[src/rtl/instr_stream_loader.sv]
// instr_stream_loader: receives the byte-serial instruction download stream,
// packs bytes little-endian into 32-bit words and writes them sequentially
// into instruction memory. Reaching the end marker raises a level "done"
// that releases the core to fetch from address 0.
module instr_stream_loader #(
  parameter int          MAX_WORDS  = 64,
  parameter int          ADDR_W     = 6,
  parameter logic [7:0]  START_BYTE = 8'hFE,
  parameter logic [7:0]  END_BYTE   = 8'hFF
) (
  input  logic              clk_i,
  input  logic              reset,
  input  logic [7:0]        instr_i,
  output logic              imem_we,
  output logic [ADDR_W-1:0] imem_addr,
  output logic [31:0]       imem_wdata,
  output logic [ADDR_W:0]   word_count,
  output logic              loading,
  output logic              done,
  output logic              overflow
);

  localparam logic [1:0] S_IDLE = 2'd0;
  localparam logic [1:0] S_LOAD = 2'd1;
  localparam logic [1:0] S_FULL = 2'd2;
  localparam logic [1:0] S_DONE = 2'd3;

  // word_count value just before the final word that fills memory is written
  localparam logic [ADDR_W:0] LAST_COUNT = (ADDR_W+1)'(MAX_WORDS - 1);

  logic [1:0]        state;
  logic [1:0]        byte_idx;
  logic [ADDR_W-1:0] ptr;
  logic [23:0]       shift_buf;

  // Status levels decode straight from the state register
  assign loading = (state == S_LOAD) || (state == S_FULL);
  assign done    = (state == S_DONE);

  // Stream parser: marker detection, byte packing and memory write generation
  always_ff @(posedge clk_i) begin
    if (reset) begin
      state      <= S_IDLE;
      byte_idx   <= 2'd0;
      ptr        <= '0;
      shift_buf  <= '0;
      imem_we    <= 1'b0;
      imem_addr  <= '0;
      imem_wdata <= '0;
      word_count <= '0;
      overflow   <= 1'b0;
    end else begin
      imem_we <= 1'b0;
      case (state)
        S_IDLE: begin
          if (instr_i == START_BYTE) begin
            state      <= S_LOAD;
            byte_idx   <= 2'd0;
            ptr        <= '0;
            word_count <= '0;
          end
        end
        S_LOAD: begin
          if (byte_idx == 2'd0 && instr_i == END_BYTE) begin
            state <= S_DONE;
          end else if (byte_idx == 2'd0 && instr_i == START_BYTE) begin
            ptr        <= '0;
            word_count <= '0;
          end else begin
            case (byte_idx)
              2'd0: shift_buf[7:0]   <= instr_i;
              2'd1: shift_buf[15:8]  <= instr_i;
              2'd2: shift_buf[23:16] <= instr_i;
              default: begin
                imem_we    <= 1'b1;
                imem_addr  <= ptr;
                imem_wdata <= {instr_i, shift_buf};
                word_count <= word_count + 1'b1;
                if (word_count == LAST_COUNT) begin
                  state <= S_FULL;
                end else begin
                  ptr <= ptr + 1'b1;
                end
              end
            endcase
            byte_idx <= byte_idx + 1'b1;
          end
        end
        S_FULL: begin
          state    <= S_DONE;
          overflow <= (instr_i != END_BYTE);
        end
        default: begin
        end
      endcase
    end
  end

endmodule

[config.mk]
export PLATFORM = sky130hd
export DESIGN_NAME = instr_stream_loader
export DESIGN_NICKNAME = d
export VERILOG_FILES = /design/src/rtl/instr_stream_loader.sv
export SDC_FILE = /design/constraint.sdc
export NUM_CORES = 1
export LEC_CHECK = 0
export ABC_CLOCK_PERIOD_IN_PS = 2650
export CAP_MARGIN = 20
export CORE_ASPECT_RATIO = 1.4
export CORE_MARGIN = 2
export CORE_UTILIZATION = 52
export DETAILED_ROUTE_END_ITERATION = 10
export PLACE_DENSITY = 0.75
export SETUP_SLACK_MARGIN = 0.4
export SYNTH_ARGS = -nofsm -noshare
export SYNTH_HDL_FRONTEND = slang
export SYNTH_SLANG_ARGS = --single-unit
[constraint.sdc]
create_clock -name clk_i -period 2.65 [get_ports clk_i]
set_input_delay 0.265 -clock clk_i [delete_from_list [all_inputs] [get_ports clk_i]]
set_output_delay 0.265 -clock clk_i [all_outputs]
set_load 0.01 [all_outputs]
Word-level counts from Yosys, hierarchy flattened
Cells that the tools add are included.
- register bits: 81
- input port bits: 10
- $add $sub $neg: 3
- eq/ne operators: 17
- mux-type cells: 22
- bitwise gates (word level): 4
- reduce and logical (&&, ||, !) cells: 17
- operators by type and width (operator ; number):
    two-way mux 6 bit ; 5
    two-way mux 7 bit ; 4
    AND reduction 4 bit ; 6
    == test 8 bit, second input constant ; 2
    two-way mux 2 bit ; 8
    one-hot mux 7 bit (2 select lines) ; 1
    one-hot mux 6 bit (2 select lines) ; 1
    AND reduction 5 bit ; 2
    inequality test 8 bit, second input constant ; 1
    adder 7 x 1 -> 7 bit, second input constant ; 1
    == test 7 x 6 -> 1 bit, second input constant ; 1
    adder 6 x 1 -> 6 bit, second input constant ; 1
    == test 2 bit, second input constant ; 3
    inequality test 2 bit, second input constant ; 3
    inequality test 3 x 2 -> 1 bit, second input constant ; 2
    inequality test 3 bit, second input constant ; 2
    one-hot mux 2 bit (3 select lines) ; 1
    == test 2 x 1 -> 1 bit, second input constant ; 2
    zero test 2 bit ; 2
    inverter 1 bit ; 4
    one-hot mux 2 bit (2 select lines) ; 1
    OR reduction 4 bit ; 1
    inequality test 3 x 1 -> 1 bit, second input constant ; 1
    nonzero test 3 bit ; 1
    other kinds (6) ; 7

Longest topological paths before layout
- depth after elaboration: 6
- mapped depth: 10

Worst setup path after synthesis
No wires, ideal clock.
- kind: flip-flop to flip-flop
- from: register byte_idx[0]
- to: register imem_wdata[24]
- arrival: 2.086 ns
- data required time: 2.580 ns
- slack: 0.493 ns
- cell stages (with the launch flop): 11
- path buffers: 3
- cells stage by stage: dfxtp_1 -> inv_1 -> ha_1 -> nand4_1 -> o21a_1 -> clkbuf_1 -> and2_1 -> clkbuf_1 -> clkbuf_1 -> nand2_1 -> a21oi_1
- longest elaborated chain between the ends: 4
- elaborated cells between the ends (all ways): 10
- classes of those cells: eq/ne: 2; bitwise: 3; reduce/logical: 5
- ends and longest elaborated chain (item ; RTL line ; RTL):
    start: declaration ; 32 ; logic [1:0] byte_idx;
    start signal: assignment ; 86 ; byte_idx <= byte_idx + 1'b1;
    == test 2 bit, or another cell as far along ; 70 ; case (byte_idx)
    OR reduction 3 bit (no line), or another cell as far along ; -- ;
    inverter 1 bit (no line) ; -- ;
    AND reduction 4 bit (no line) * ; -- ;
    end signal: assignment ; 77 ; imem_wdata <= {instr_i, shift_buf};
    end: declaration ; 16 ; output logic [31:0] imem_wdata,
Every way passes the cells marked *; elsewhere a longest branch is shown, timed or not.
A chain may end at the register's enable or synchronous reset.

Worst setup path in the final report
- from: input instr_i[1]
- to: register ptr[4]
- longest elaborated chain between the ends: 5
- elaborated cells between the ends (all ways): 12
- classes of those cells: eq/ne: 6; mux: 3; reduce/logical: 3
- ends and longest elaborated chain (item ; RTL line ; RTL):
    start: declaration ; 13 ; input logic [7:0] instr_i,
    == test 8 bit ; 56, 66 ;
    logical AND 1 bit ; 66 ; end else if (byte_idx == 2'd0 && instr_i == START_BYTE) begin
    two-way mux 6 bit ; 66 ;
    two-way mux 6 bit ; 64 ; if (byte_idx == 2'd0 && instr_i == END_BYTE) begin
    one-hot mux 6 bit (2 select lines) ; 54 ; case (state)
    end signal: assignment ; 82 ; ptr <= ptr + 1'b1;
    end: declaration ; 33 ; logic [ADDR_W-1:0] ptr;
Several ways; a longest one is shown, not always the timed one. The select of a mux whose other input is x is not followed.

==> metrics <==
startpoint of the most critical setup path=instr_i[1]; H-tree depth=3; outcome=complete, no violations; DRT iter0 DRCs=216; Max FO, Critical Path=10; xor-xnor portion of the synthesized cell area=0%; final estimated routing congestion in global placement=0.8234; category of the most critical setup path=in -> reg; R2R setup slack=570 ps; number of slew-limit violations in the final report=0; ant diodes=0; via count=3011; final routed wire length divided by cell count=14.47 um; post-route setup TNS=0 ps; number of distinct standard cells referenced by the synthesized netlist=42; Arr. time, crit path=2430 ps; cell leakage power=1.481 nW; number of flops mapped to enable cells by yosys=0; number of buffers created by CTS=9; beginning of the worst hold path=reset; post-layout instance count excluding filler cells=537; final core utilization=68.36%; sequential area share after synthesis=49.37%; path type of the worst min-delay path=in -> reg; boundary pin count=59; CTS hold repair buffers=0; flops & latches, synth=81; Worst Setup Slack, final=503.7 ps; largest net degree at the start of global routing=40; logic depth of the worst register-to-register path=7; count of mapped cells out of synthesis=400; dominant combinational cell family by area after synthesis=simple AND/OR/NAND/NOR gates; number of antenna violations at the first check in global routing=0; Critical Path RT=2930 ps; Placement Rows=34; slew of the pin with the lowest slew margin=542.9 ps; worst slew slack as a fraction of its limit=63.81%; later-pin clock latency in the skew report=360 ps; via count normalized by instance count=5.607; area overhead of the layout relative to synthesis=28.38%; total length of routed wires=7770 um; Compound-Gate Fraction of Synth Area=17.22%; wire length of the first global-routing pass=12740 um; CP Launch Type=primary input; pre-CTS setup slack=129.2 ps; hold violation total from the final report=0; number of failing setup endpoints in the final timing report=0; Ys Warns=0; area of the placeable core=6168 um^2; final design instance area without fill=4217 um^2; DRC errors left=0; Main synth FF type=dfxtp_1; Initial Utilization=53.25%; detailed-router iteration count before antenna repair=4; gr usage total=22.68%; clock tree from TritonCTS=done; commonest cells after routing, fill and taps aside=nand2_1, dfxtp_1, a21oi_1; final layout net count=480; unrepaired setup endpoints after global routing=no; clock tree root driver cell=clkbuf_8; port buffer count=58; number of sinks on the clock net=81; highest achievable clock rate=465.9 MHz; async set or reset register ratio after synthesis=0%; Die Span X=71.17 um; CTS clock-pin slew for the worst setup and hold paths=80 ps; global route overflow=0; ANT nets after route=0; mux share of post-synthesis cell area=2.743%; fraction of the mapped netlist area in adder cells=3.810%; post-route fraction of the period consumed by the critical path=80.99%; Post-Route Skew=7.932 ps; half-perimeter wire length after detailed placement=5448 um; proportion of layout cells with a drive suffix above 1=9.032%; time the final worst path needs with I/O delays and setup=2146 ps; net count after synthesis=420; end of the worst hold path=byte_idx[0]; maximum clock insertion buffer count=2; basic-gate share of the synthesized area counting and, or, nand and nor cells=22.70%; most common cell after layout, fill and taps aside=nand2_1; total placed instance area=3991 um^2; post-synthesis average cell area=8.211 um^2; start of the worst register-to-register path=byte_idx[0]; power density over cell area=585.2 nW/um^2; Worst Setup End Kind=register; floorplan die area=6977 um^2; total instance count after detailed placement=520; overall die height=98.04 um; netlist area before placement=3284 um^2; max_cap viols=0; maximum resistive drop on vdd=360.1 uV; worst hold stages=2; number of global-route vias before repair=2834; Reg2Reg Capture Point=ptr[4]
## worst max path at each step
stage	endpoint	slack, ps	depth (start not counted)
4_1_cts	ptr[4]	480	7
6_report	ptr[4]	500	6
5_1_grt	ptr[4]	420	6
2_1_floorplan	imem_wdata[24]	490	10
3_5_place_dp	word_count[5]	130	6
3_3_place_gp	ptr[4]	200	6
## where the power goes
group,total [mW],switching [mW],leakage (nW),internal [mW]
logic,0.265,0.164,0.726,0.102
registers,1.25,0.0124,0.652,1.23
clock network,0.955,0.464,0.102,0.491
total,2.47,0.640,1.48,1.83
## sequential cells by signal (all words and copies together) (netlist names)
| signal | cells |
|---|---|
| imem_we | 1 |
| word_count | 7 |
| byte_idx | 2 |
| overflow | 1 |
| imem_addr | 6 |
| imem_wdata | 32 |
| shift_buf | 24 |
| ptr | 6 |
| state | 2 |
## repair_timing
| item | 4_1_cts | 5_1_grt |
|---|---|---|
| gates resized for setup | 0 | 2 |
| buffers inserted | 0 | 1 |
| setup endpoints to repair | 0 | 26 |
## worst max-delay path, stage by stage
cell	delay (ps)
clkdlybuf4s50_1	550
nand4_4	170
or3_1	440
o22a_4	310
or4_1	520
a31oi_1	180
## through the flow
| stage | hold slack, ps | power (mW) |
|---|---|---|
| floorplan | 401.0 | 1.447 |
| global placement | 438.0 | 1.526 |
| detailed placement | 446.1 | 1.534 |
| CTS | 368.9 | 2.467 |
| global route | 395.4 | 2.543 |
| finish | 370.1 | 2.468 |
## cells in the mapped netlist, types with 2 or more instances
master / number / area share (%)
nand2_1: 102 / 12
dfxtp_1: 81 / 49
a21oi_1: 63 / 9.6
clkbuf_1: 26 / 3.0
nand3_1: 23 / 3.5
nor2_1: 18 / 2.1
ha_1: 10 / 3.8
o21ai_0: 10 / 1.5
mux2i_1: 9 / 2.7
inv_1: 8 / 0.91
nand4_1: 5 / 0.95
a31oi_1: 4 / 0.76
and3_1: 3 / 0.57
nand4b_1: 3 / 0.80
or4_1: 3 / 0.69
a311oi_1: 2 / 0.53
a32o_1: 2 / 0.61
nand2b_1: 2 / 0.38
o21a_1: 2 / 0.46
o22ai_1: 2 / 0.38
## per-layer routing
| metal | share of wire [%] | track usage (%) | up-vias |
|---|---|---|---|
| met5 | 0 | 0 | - |
| met4 | 1.6 | 8.853 | 0 |
| met3 | 3.4 | 4.438 | 15 |
| met2 | 55 | 41.31 | 64 |
| met1 | 40 | 25.36 | 1439 |
| li1 | - | - | 1493 |
## area by class of cell
type | instances | area, um^2
fill | 533 | 1952
timing repair buffer | 77 | 730.7
inverter | 8 | 30.03
multi-input combinational | 283 | 1530
clock inverter | 5 | 62.56
sequential | 81 | 1622
tap | 72 | 90.09
clock buffer | 11 | 151.4
## kinds of logic (layout without fill, tap and decap cells)
kind of cell	after synthesis	after routing
mux	9	9
buf+inv	36	101
flops	81	81
compound gates	97	97
fa+ha+maj	10	10
simple gates	167	167
Note: power is estimated with default switching activity, not from simulation.
